`config.mk`:
```
export PLATFORM = sky130hd
export DESIGN_NAME = mc_main_control
export DESIGN_NICKNAME = d
export VERILOG_FILES = /design/src/rtl/mc_main_control.sv
export SDC_FILE = /design/constraint.sdc
export NUM_CORES = 1
export LEC_CHECK = 0
export BUFFER_PORTS_ARGS = -buffer_cell sky130_fd_sc_hd__buf_4
export CELL_PAD_IN_SITES_DETAIL_PLACEMENT = 1
export CELL_PAD_IN_SITES_GLOBAL_PLACEMENT = 1
export CORE_UTILIZATION = 32
export CTS_CLUSTER_DIAMETER = 200
export DETAILED_ROUTE_END_ITERATION = 8
export PLACE_DENSITY = 0.82
export SLEW_MARGIN = 25
export SYNTH_ARGS = -nofsm -noshare
export SYNTH_HDL_FRONTEND = slang
export SYNTH_SLANG_ARGS = --single-unit
```
`constraint.sdc`:
```
create_clock -name clk -period 3 [get_ports clk]
set_clock_uncertainty 0.05 [all_clocks]
set_input_delay 0.15 -clock clk [delete_from_list [all_inputs] [get_ports clk]]
set_output_delay 0.15 -clock clk [all_outputs]
set_load 0.02 [all_outputs]
```
`src/rtl/mc_main_control.sv`:
```
// Multi-cycle MIPS main control FSM: sequences FETCH/DECODE/EXEC/MEM/WB and
// drives datapath enables, mux selects and the 3-bit ALUOp to the ALU decoder.
module mc_main_control #(
  parameter bit MEM_WAIT_EN = 1'b1
) (
  input  logic       clk,
  input  logic       rst,
  input  logic [5:0] Opcode,
  input  logic [5:0] Func,
  input  logic       mem_ready,
  output logic       PCWrite,
  output logic       PCWriteCond,
  output logic       BranchNE,
  output logic       IorD,
  output logic       MemRead,
  output logic       MemWrite,
  output logic       IRWrite,
  output logic [1:0] MemtoReg,
  output logic [1:0] RegDst,
  output logic       RegWrite,
  output logic [1:0] ALUSrcA,
  output logic [1:0] ALUSrcB,
  output logic [1:0] PCSource,
  output logic [2:0] ALUOp,
  output logic       illegal
);

  localparam logic [5:0] OP_RTYPE = 6'b000000;
  localparam logic [5:0] OP_J     = 6'b000010;
  localparam logic [5:0] OP_JAL   = 6'b000011;
  localparam logic [5:0] OP_BEQ   = 6'b000100;
  localparam logic [5:0] OP_BNE   = 6'b000101;
  localparam logic [5:0] OP_ADDIU = 6'b001001;
  localparam logic [5:0] OP_SLTI  = 6'b001010;
  localparam logic [5:0] OP_SLTIU = 6'b001011;
  localparam logic [5:0] OP_LUI   = 6'b001111;
  localparam logic [5:0] OP_LW    = 6'b100011;
  localparam logic [5:0] OP_SW    = 6'b101011;

  localparam logic [5:0] FN_SLL   = 6'b000000;
  localparam logic [5:0] FN_JR    = 6'b001000;
  localparam logic [5:0] FN_ADDU  = 6'b100001;
  localparam logic [5:0] FN_SUBU  = 6'b100011;
  localparam logic [5:0] FN_OR    = 6'b100101;
  localparam logic [5:0] FN_SLT   = 6'b101010;

  localparam logic [2:0] ALU_NONE = 3'b000;
  localparam logic [2:0] ALU_SUB  = 3'b001;
  localparam logic [2:0] ALU_RTYP = 3'b010;
  localparam logic [2:0] ALU_SLTU = 3'b011;
  localparam logic [2:0] ALU_SLT  = 3'b100;
  localparam logic [2:0] ALU_LUI  = 3'b101;
  localparam logic [2:0] ALU_ADD  = 3'b110;

  typedef enum logic [3:0] {
    S_RST     = 4'd0,
    S_FETCH   = 4'd1,
    S_DECODE  = 4'd2,
    S_MEM_ADR = 4'd3,
    S_MEM_RD  = 4'd4,
    S_MEM_WB  = 4'd5,
    S_MEM_WR  = 4'd6,
    S_EXE_R   = 4'd7,
    S_R_WB    = 4'd8,
    S_EXE_I   = 4'd9,
    S_I_WB    = 4'd10,
    S_BRANCH  = 4'd11,
    S_JUMP    = 4'd12,
    S_JAL     = 4'd13,
    S_JR      = 4'd14
  } state_t;

  typedef struct packed {
    logic       pc_write;
    logic       pc_write_cond;
    logic       branch_ne;
    logic       i_or_d;
    logic       mem_read;
    logic       mem_write;
    logic       ir_write;
    logic [1:0] mem_to_reg;
    logic [1:0] reg_dst;
    logic       reg_write;
    logic [1:0] alu_src_a;
    logic [1:0] alu_src_b;
    logic [1:0] pc_source;
    logic [2:0] alu_op;
    logic       illegal;
  } ctrl_t;

  state_t state, state_nxt;
  ctrl_t  ctrl;
  logic   ready;
  logic   r_func_ok;

  assign ready = MEM_WAIT_EN ? mem_ready : 1'b1;

  // JR is handled separately; these are the R-type ops that write rd.
  always_comb begin
    unique case (Func)
      FN_SLL, FN_ADDU, FN_SUBU, FN_OR, FN_SLT: r_func_ok = 1'b1;
      default:                                 r_func_ok = 1'b0;
    endcase
  end

  always_ff @(posedge clk) begin
    if (rst) state <= S_RST;
    else     state <= state_nxt;
  end

  always_comb begin
    ctrl      = '0;
    state_nxt = S_FETCH;
    case (state)
      S_RST: state_nxt = S_FETCH;

      S_FETCH: begin
        ctrl.mem_read  = 1'b1;
        ctrl.alu_src_b = 2'b01;
        ctrl.alu_op    = ALU_ADD;
        // PC+4 and IR commit only on the cycle memory delivers the word
        ctrl.ir_write  = ready;
        ctrl.pc_write  = ready;
        state_nxt      = ready ? S_DECODE : S_FETCH;
      end

      S_DECODE: begin
        ctrl.alu_src_b = 2'b11;
        ctrl.alu_op    = ALU_ADD;
        case (Opcode)
          OP_LW, OP_SW: state_nxt = S_MEM_ADR;
          OP_RTYPE: begin
            if (Func == FN_JR)  state_nxt = S_JR;
            else if (r_func_ok) state_nxt = S_EXE_R;
            else begin
              ctrl.illegal = 1'b1;
              state_nxt    = S_FETCH;
            end
          end
          OP_ADDIU, OP_SLTI, OP_SLTIU, OP_LUI: state_nxt = S_EXE_I;
          OP_BEQ, OP_BNE: state_nxt = S_BRANCH;
          OP_J:           state_nxt = S_JUMP;
          OP_JAL:         state_nxt = S_JAL;
          default: begin
            ctrl.illegal = 1'b1;
            state_nxt    = S_FETCH;
          end
        endcase
      end

      S_MEM_ADR: begin
        ctrl.alu_src_a = 2'b01;
        ctrl.alu_src_b = 2'b10;
        ctrl.alu_op    = ALU_ADD;
        state_nxt      = (Opcode == OP_SW) ? S_MEM_WR : S_MEM_RD;
      end

      S_MEM_RD: begin
        ctrl.mem_read = 1'b1;
        ctrl.i_or_d   = 1'b1;
        state_nxt     = ready ? S_MEM_WB : S_MEM_RD;
      end

      S_MEM_WB: begin
        ctrl.reg_write  = 1'b1;
        ctrl.reg_dst    = 2'b00;
        ctrl.mem_to_reg = 2'b01;
        state_nxt       = S_FETCH;
      end

      S_MEM_WR: begin
        ctrl.mem_write = 1'b1;
        ctrl.i_or_d    = 1'b1;
        state_nxt      = ready ? S_FETCH : S_MEM_WR;
      end

      S_EXE_R: begin
        ctrl.alu_src_a = (Func == FN_SLL) ? 2'b10 : 2'b01;
        ctrl.alu_src_b = 2'b00;
        ctrl.alu_op    = ALU_RTYP;
        state_nxt      = S_R_WB;
      end

      S_R_WB: begin
        ctrl.reg_write  = 1'b1;
        ctrl.reg_dst    = 2'b01;
        ctrl.mem_to_reg = 2'b00;
        state_nxt       = S_FETCH;
      end

      S_EXE_I: begin
        ctrl.alu_src_a = 2'b01;
        ctrl.alu_src_b = 2'b10;
        case (Opcode)
          OP_SLTI:  ctrl.alu_op = ALU_SLT;
          OP_SLTIU: ctrl.alu_op = ALU_SLTU;
          OP_LUI:   ctrl.alu_op = ALU_LUI;
          default:  ctrl.alu_op = ALU_ADD;
        endcase
        state_nxt = S_I_WB;
      end

      S_I_WB: begin
        ctrl.reg_write  = 1'b1;
        ctrl.reg_dst    = 2'b00;
        ctrl.mem_to_reg = 2'b00;
        state_nxt       = S_FETCH;
      end

      S_BRANCH: begin
        ctrl.alu_src_a     = 2'b01;
        ctrl.alu_src_b     = 2'b00;
        ctrl.alu_op        = ALU_SUB;
        ctrl.pc_write_cond = 1'b1;
        ctrl.pc_source     = 2'b01;
        ctrl.branch_ne     = (Opcode == OP_BNE);
        state_nxt          = S_FETCH;
      end

      S_JUMP: begin
        ctrl.pc_write  = 1'b1;
        ctrl.pc_source = 2'b10;
        state_nxt      = S_FETCH;
      end

      S_JR: begin
        ctrl.pc_write  = 1'b1;
        ctrl.pc_source = 2'b11;
        state_nxt      = S_FETCH;
      end

      // link value is the already-incremented PC
      S_JAL: begin
        ctrl.pc_write   = 1'b1;
        ctrl.pc_source  = 2'b10;
        ctrl.reg_write  = 1'b1;
        ctrl.reg_dst    = 2'b10;
        ctrl.mem_to_reg = 2'b10;
        state_nxt       = S_FETCH;
      end

      default: begin
        ctrl.alu_op = ALU_NONE;
        state_nxt   = S_FETCH;
      end
    endcase
  end

  assign PCWrite     = ctrl.pc_write;
  assign PCWriteCond = ctrl.pc_write_cond;
  assign BranchNE    = ctrl.branch_ne;
  assign IorD        = ctrl.i_or_d;
  assign MemRead     = ctrl.mem_read;
  assign MemWrite    = ctrl.mem_write;
  assign IRWrite     = ctrl.ir_write;
  assign MemtoReg    = ctrl.mem_to_reg;
  assign RegDst      = ctrl.reg_dst;
  assign RegWrite    = ctrl.reg_write;
  assign ALUSrcA     = ctrl.alu_src_a;
  assign ALUSrcB     = ctrl.alu_src_b;
  assign PCSource    = ctrl.pc_source;
  assign ALUOp       = ctrl.alu_op;
  assign illegal     = ctrl.illegal;

endmodule
```
==> flow_metrics.tcl, run 1 <==
set metrics [dict create \
    run_status "completed" \
    die_h_um 49.79 \
    numCtsBuffers 3 \
    reg_top3 "state x4" \
    netlist_instances 113 \
    hpwl_um 1993 \
    finalHoldViolCount 0 \
    cp_data_arrival_time_ns 1.81 \
    syn-num-nets 128 \
    syn_area_per_cell_um2 6.466 \
    placed_cell_area_um2 980.9 \
    dieWidth_um 49.79 \
    cp-start-kind "register" \
    final_area_um2 1003 \
    clock.fmax_mhz 497.3 \
    relSlewSlack 0.5820 \
    synth_area_leader_cell "dfxtp_1" \
    synth_top_family_by_area "simple AND/OR/NAND/NOR gates" \
    crit_fanout 20 \
    worst_pin_slew_ns 0.6261 \
    setup_viol 0 \
    ctsHoldBuffers 0 \
    grt_pass1_wl_um 4250 \
    ys_seq_elements 4 \
    fin_ws_ns 0.9890 \
    fin_nets 159 \
    required_ns 2.80 \
    critPathKind "register to output pin" \
    layout_commonest_cell "buf_4" \
    synth-main-ff-cell "dfxtp_1" \
    antenna_found_initial 0 \
    synthSimpleGateAreaFrac 0.4332 \
    rsz0062_at_grt "no" \
    dieArea_um2 2479 \
    n_antenna_cell 0 \
    clock-sinks 4 \
    pre_cts_slack_ns 1.259 \
    synth_cell_type_count 39 \
    synth_edf_count 0 \
    p_leak_uw 0.0004154 \
    hold_path_class "input port to register" \
    p_per_area_nw_per_um2 239.0 \
    wl_um 2482 \
    via_count 959 \
    multi_input_area_um2 581.8 \
    critPathMostFrequentCell "nor2_1" \
    maxCapViolCount 0 \
    yosysWarningCount 0 \
    final_util 0.4867 \
    clkTransAtPathRegs_ns 0.04 \
    seqCellArea_um2 80.08 \
    wire_per_inst_um 14.69 \
    drive_above_1_share 0.3380 \
    crit_buf_inv 1 \
    gp_congestion 0.7791 \
    clkLatencyLatePin_ns 0.24 \
    clock-root-buffer "clkbuf_4" \
    firstDrtPassIters 4 \
    route.detailed.drc 0 \
    fillerInstances 296 \
    fin_crit_sh 0.6703 \
    post_cts_buffers 0 \
    total_power_uw 239.9 \
    vdd_drop_max_uv 163.8 \
    area_growth_pct 37.33 \
    yosys-mux-area-fraction 0.02740 \
    tritoncts "built" \
    largest-register "state" \
    ant_nets 0 \
    slew_viol_final 0 \
    grt_pass1_vias 940 \
    most-common-layout-cells "buf_4, nor2_1, nand2_1, a21oi_1" \
    overflow 0 \
    core_area_um2 2062 \
    crit_path_max_incr_delay_ns 0.71 \
    synth_top_area_frac 0.1096 \
    ys_async_sr_fraction 0 \
    min_period_ns 2.011 \
    grtUsageTotal 0.2228 \
    synth_compound_area_frac 0.3236 \
    grt_start_max_net_pins 21 \
    yosysSeqAreaShare 0.1096 \
    start_util 0.3544 \
    io_buffer_count 36 \
    postCtsResizedCells 0 \
    synthAdderAreaFrac 0 \
    vias_per_cell 5.675 \
    boundaryPins 37 \
    drtIter0Drc 22 \
    largest_register_ffs 4 \
    syn_area_um2 730.7 \
    crit_path_end_kind "output pin" \
    slowest_stage "dfxtp_1" \
    ys_top_cells_by_area "dfxtp_1, nor2_1, a21oi_1, nand2_1, buf_2" \
    clockBufferDepth 2 \
    cp_cell_sequence "nand2_1, nor2_1, nand3_1, nor2_1, buf_4" \
    setup_tns_ns 0 \
    placementRows 16 \
    htreeDepth 1 \
    critPathTopFamily "flip-flops" \
    synth_xor_area_frac 0.01199 \
]
-- path summary, 6_finish.rpt --
path / end / from / slack (ns) / cells after the start
worst min register to register: state[3]$_SDFF_PP0_ / state[0]$_SDFF_PP0_ / 0.67 / 2
worst max-delay path: BranchNE / state[3]$_SDFF_PP0_ / 0.99 / 5
worst min-delay path: state[0]$_SDFF_PP0_ / rst / 0.11 / 2
worst max register to register: state[3]$_SDFF_PP0_ / state[1]$_SDFF_PP0_ / 1.23 / 4
-- Yosys cell counts, types with 2 or more instances --
cell,count
nor2_1,17
a21oi_1,10
nand2_1,10
buf_2,7
nand2b_1,5
o21ai_0,5
a31oi_1,4
dfxtp_1,4
inv_1,4
nor3_1,4
a211oi_1,3
nor2b_1,3
nor4_1,3
buf_4,2
mux2i_1,2
nand2_2,2
nand3_1,2
nor4b_1,2
o22ai_1,2
o311a_1,2
or2_2,2
-- power breakdown --
| group | total (uW) | switching, uW | internal (uW) |
|---|---|---|---|
| Sequential | 62.9 | 7.24 | 55.7 |
| Clock | 68.0 | 23.2 | 44.8 |
| Combinational | 109 | 61.1 | 47.9 |
| Total | 240 | 91.5 | 148 |
-- logic make-up (layout without fill, tap and decap cells) --
group	after synthesis	in the layout
AND/OR/NAND/NOR	59	59
AO/OA/AOI/OAI	33	33
buffers and inverters	14	43
flip-flops	4	4
multiplexers	2	2
XOR/XNOR	1	1
-- metal layers --
metal,up-vias,wire (um),GRT usage
met3,4,112,0.04012
li1,475,-,-
met5,-,0,0
met1,449,1170,0.2841
met4,0,29,0.09048
met2,31,1170,0.3649
-- final cells by class --
| class | count | share of cell area |
|---|---|---|
| Clock buffer | 3 | 0.02244 |
| Inverter | 4 | 0.01496 |
| Multi-Input combinational cell | 95 | 0.5798 |
| Sequential cell | 4 | 0.07980 |
| Tap cell | 27 | 0.03367 |
| Timing Repair Buffer | 36 | 0.2693 |
-- metrics by stage --
stage | cells | hold WS [ns]
6_report | 169 | 0.1074
5_1_grt | 169 | 0.1050
4_1_cts | 169 | 0.1016
3_5_place_dp | 166 | 0.3481
3_3_place_gp | 166 | 0.3452
2_1_floorplan | 113 | 0.2142
-- worst register-to-register path: stages, from the launching register on --
cell	delay, ns
dfxtp_1	0.62
nand2b_1	0.20
nor3_1	0.26
nand2b_1	0.18
o41ai_2	0.35
(Power assumes the default switching activity.)
==> run 2: changes to the inputs <==
Settings changed: CORE_UTILIZATION 32 to 26, PLACE_DENSITY 0.82 to 0.71.
Clock period 3 ns to 1.7 ns, I/O delays scaled along.
==> flow_metrics.tcl, run 2 (same netlist as run 1, synthesis figures left out) <==
set metrics [dict create \
    r2r_slack_ns 0.22 \
    boundaryPins 37 \
    relSlewSlack 0.7469 \
    hpwl_um 2139 \
    tritoncts "built" \
    finalHoldViolCount 0 \
    antenna_found_initial 0 \
    htreeDepth 1 \
    grt_pass1_vias 939 \
    power_frac_clock 0.270 \
    numCtsBuffers 3 \
    via_count 940 \
    crit_path_end_kind "output pin" \
    r2r-start "state[0]$_SDFF_PP0_" \
    wire_per_inst_um 14.97 \
    die_h_um 55.02 \
    crit_fanout 11 \
    clock-root-buffer "clkbuf_4" \
    grt_start_max_net_pins 13 \
    cp_data_arrival_time_ns 1.47 \
    vdd_drop_max_uv 299.4 \
    min_from "rst" \
    min_period_ns 1.602 \
    run_status "completed" \
    clockBufferDepth 2 \
    gp_congestion 0.8273 \
    critPathKind "register to output pin" \
    ant_nets 0 \
    fin_nets 162 \
    drive_above_1_share 0.3862 \
    dieWidth_um 55.02 \
    rsz0062_at_grt "no" \
    pwr-share-comb 0.469 \
    hold_path_class "input port to register" \
    p_sw_frac 0.3737 \
    overflow 0 \
    n_antenna_cell 0 \
    clkTransAtPathRegs_ns 0.04 \
    min_to "state[1]$_SDFF_PP0_" \
    layout_commonest_cell "buf_4" \
    total_power_uw 422.1 \
    clock-sinks 4 \
    grt_pass1_wl_um 4305 \
    seqPwrFrac 0.261 \
    slew_viol_final 0 \
    largest_register_ffs 4 \
    rr_endpoint "state[3]$_SDFF_PP0_" \
    largest-register "state" \
    start_util 0.2846 \
    vias_per_cell 5.371 \
    area_growth_pct 42.47 \
    firstDrtPassIters 4 \
    ctsHoldBuffers 0 \
    placementRows 18 \
    reg_top3 "state x4" \
    p_leak_uw 0.0004354 \
    p_int_uw 264.4 \
    worstHoldPathCells 2 \
    core_area_um2 2567 \
    p_per_area_nw_per_um2 405.5 \
    setup_tns_ns 0 \
    route.detailed.drc 0 \
    fillerInstances 345 \
    worst_pin_slew_ns 0.3783 \
    dieArea_um2 3027 \
    clkLatencyLatePin_ns 0.23 \
    grtUsageTotal 0.1917 \
    fin_crit_sh 0.9423 \
    setup_viol 0 \
    io_buffer_count 36 \
    clock.fmax_mhz 624.3 \
    most-common-layout-cells "buf_4, nor2_1, nand2_1, a21oi_1" \
    power.switching_uw 157.7 \
    rr_worst_depth 4 \
    drtIter0Drc 11 \
    cp-start-kind "register" \
    required_ns 1.56 \
    wl_um 2620 \
    maxCapViolCount 0 \
]
==> run 2: cell types whose count changed in the layout (fill, tap and decap cells not counted), sizes merged <==
cell  delta
buf      +3
==> run 2: critical path, stage by stage (launching register included) <==
cell	delay (ns)
dfxtp_2	0.43
nor2b_1	0.28
nand2b_1	0.16
nor3b_1	0.19
buf_4	0.17
==> run 2: routing by layer <==
metal	GRT usage	wire length, um
met4	0.02500	0
met2	0.3534	1278
met1	0.2444	1232
met5	0	0
met3	0.01639	109
==> run 2: repair_timing <==
item	CTS	global route
endpoints found under the setup margin	1	4
gates resized for setup	2	2
buffers inserted	0	0
==> run 2: worst max path at each step <==
| stage | endpoint | cells after the start | from |
|---|---|---|---|
| floorplan | BranchNE | 6 | state[2]$_SDFF_PP0_ |
| global placement | state[1]$_SDFF_PP0_ | 5 | state[0]$_SDFF_PP0_ |
| detailed placement | state[3]$_SDFF_PP0_ | 4 | state[1]$_SDFF_PP0_ |
| CTS | BranchNE | 5 | state[3]$_SDFF_PP0_ |
| global route | BranchNE | 5 | state[3]$_SDFF_PP0_ |
| finish | MemRead | 4 | state[0]$_SDFF_PP0_ |
==> run 2: power groups by stage <==
| stage | registers, uW | clock network [uW] | logic [uW] |
|---|---|---|---|
| floorplan | 101 | 0 | 126 |
| global placement | 110 | 0 | 194 |
| detailed placement | 111 | 0 | 199 |
| CTS | 110 | 116 | 200 |
| global route | 111 | 130 | 218 |
| finish | 110 | 114 | 198 |
==> run 2: cell type report <==
type | instances | area, um^2 | area share
multi-input combinational | 95 | 588.1 | 0.5649
timing repair buffer | 39 | 292.8 | 0.2812
sequential | 4 | 85.08 | 0.08173
tap | 30 | 37.54 | 0.03606
clock buffer | 3 | 22.52 | 0.02163
inverter | 4 | 15.01 | 0.01442
==> run 2: metrics by stage <==
| stage | setup slack, ns | hold WS, ns | area [um^2] | cells | utilization |
|---|---|---|---|---|---|
| global placement | 0.2300 | 0.2798 | 1013 | 172 | 0.3947 |
| floorplan | 0.1654 | 0.1492 | 737.0 | 113 | - |
| detailed placement | 0.1577 | 0.2871 | 1013 | 172 | 0.3947 |
| global route | 0.002934 | 0.03251 | 1041 | 175 | 0.4055 |
| CTS | 0.005697 | 0.04934 | 1039 | 175 | 0.4045 |
| finish | 0.09810 | 0.04459 | 1041 | 175 | 0.4055 |
==> run 3: changes to the inputs <==
Settings changed: PLACE_DENSITY 0.71 to 0.74.
==> flow_metrics.tcl, run 3 (same netlist as run 1, synthesis figures left out) <==
set metrics [dict create \
    layout_commonest_cell "buf_4" \
    dieWidth_um 55.02 \
    wl_um 2628 \
    maxCapViolCount 0 \
    fin_nets 163 \
    area_growth_pct 44.35 \
    grt_start_max_net_pins 15 \
    crit_fanout 11 \
    clkLatencyLatePin_ns 0.23 \
    fin_crit_sh 0.9360 \
    required_ns 1.56 \
    largest-register "state" \
    gp_congestion 0.8454 \
    drtIter0Drc 11 \
    cp-start-kind "register" \
    slew_viol_final 0 \
    grt_pass1_wl_um 4215 \
    core_area_um2 2567 \
    ant_nets 0 \
    p_per_area_nw_per_um2 407.1 \
    grt_pass1_vias 923 \
    reg_top3 "state x4" \
    p_leak_uw 0.0004443 \
    grtUsageTotal 0.1907 \
    clockBufferDepth 2 \
    boundaryPins 37 \
    overflow 0 \
    htreeDepth 1 \
    cp_data_arrival_time_ns 1.46 \
    placed_cell_area_um2 1021 \
    via_count 956 \
    numCtsBuffers 3 \
    clock-root-buffer "clkbuf_4" \
    most-common-layout-cells "buf_4, nor2_1, nand2_1, a21oi_1" \
    final_area_um2 1055 \
    die_h_um 55.02 \
    crit_path_end_kind "output pin" \
    setup_viol 0 \
    worst_pin_slew_ns 0.3598 \
    dieArea_um2 3027 \
    critPathKind "register to output pin" \
    hold_path_class "input port to register" \
    setup_tns_ns 0 \
    n_antenna_cell 0 \
    clkTransAtPathRegs_ns 0.04 \
    ctsHoldBuffers 0 \
    antenna_found_initial 0 \
    run_status "completed" \
    tritoncts "built" \
    placementRows 18 \
    start_util 0.2846 \
    relSlewSlack 0.7597 \
    route.detailed.drc 0 \
    clock-sinks 4 \
    rsz0062_at_grt "no" \
    drive_above_1_share 0.3973 \
    min_period_ns 1.591 \
    hpwl_um 2162 \
    clock.fmax_mhz 628.4 \
    largest_register_ffs 4 \
    vias_per_cell 5.432 \
    firstDrtPassIters 4 \
    finalHoldViolCount 0 \
    vdd_drop_max_uv 236.1 \
    io_buffer_count 36 \
    wire_per_inst_um 14.93 \
]
run 3: cell types whose count changed in the layout (fill, tap and decap cells not counted):
cell,delta
nor3_1,-1
nor3_2,+1
nor2_2,+1
nor2_1,-1
buf_4,+1
dfxtp_1,+1
dfxtp_2,-1
run 3: path summary, 6_finish.rpt:
kind	start	to	slack, ns	cells after the start
worst min register to register	state[0]$_SDFF_PP0_	state[3]$_SDFF_PP0_	0.57	2
worst max-delay path	state[0]$_SDFF_PP0_	MemRead	0.11	4
worst min-delay path	rst	state[2]$_SDFF_PP0_	0.05	2
worst max register to register	state[0]$_SDFF_PP0_	state[3]$_SDFF_PP0_	0.25	4
run 3: routing by layer:
layer / GRT usage / share of wire / up-vias
li1: - / - / 482
met3: 0.02459 / 0.062 / 2
met2: 0.3434 / 0.47 / 36
met1: 0.2355 / 0.46 / 436
met4: 0.05000 / 0.0072 / 0
met5: 0 / 0 / -
run 3: stage by stage:
step,util,hold WS [ns],instances,setup WS (ns),total power [uW]
floorplan,-,0.1492,113,0.1654,227.0
global placement,0.3977,0.2804,173,0.2223,310.0
detailed placement,0.3977,0.2875,173,0.1377,313.6
CTS,0.4074,0.04441,176,0.03371,431.1
global route,0.4108,0.04376,176,0.01654,467.0
finish,0.4108,0.05021,176,0.1088,429.4
run 3: critical path, cell delays in order (launching register included):
cell	delay, ns
dfxtp_2	0.44
nor2b_1	0.28
nand2b_1	0.15
nor3b_1	0.19
buf_4	0.17
run 3: cell type report:
class	instances	area, um^2
fill	331	1513
multi-input combinational	95	595.6
timing repair buffer	40	300.3
sequential	4	83.83
tap	30	37.54
clock buffer	3	22.52
inverter	4	15.01
run 3: report_power, final:
part / leakage, uW / total, uW / switching (uW) / internal (uW)
combinational: 0.000397 / 204 / 113 / 90.6
clock: 0.0000138 / 116 / 37.3 / 78.9
sequential: 0.0000338 / 110 / 10.7 / 98.9
run 3: what timing repair did:
action / in CTS / in global routing
endpoints found under the setup margin: 2 / 5
resized for setup: 2 / 3
endpoints found under the hold margin: 0 / 0
buffers inserted: 0 / 0
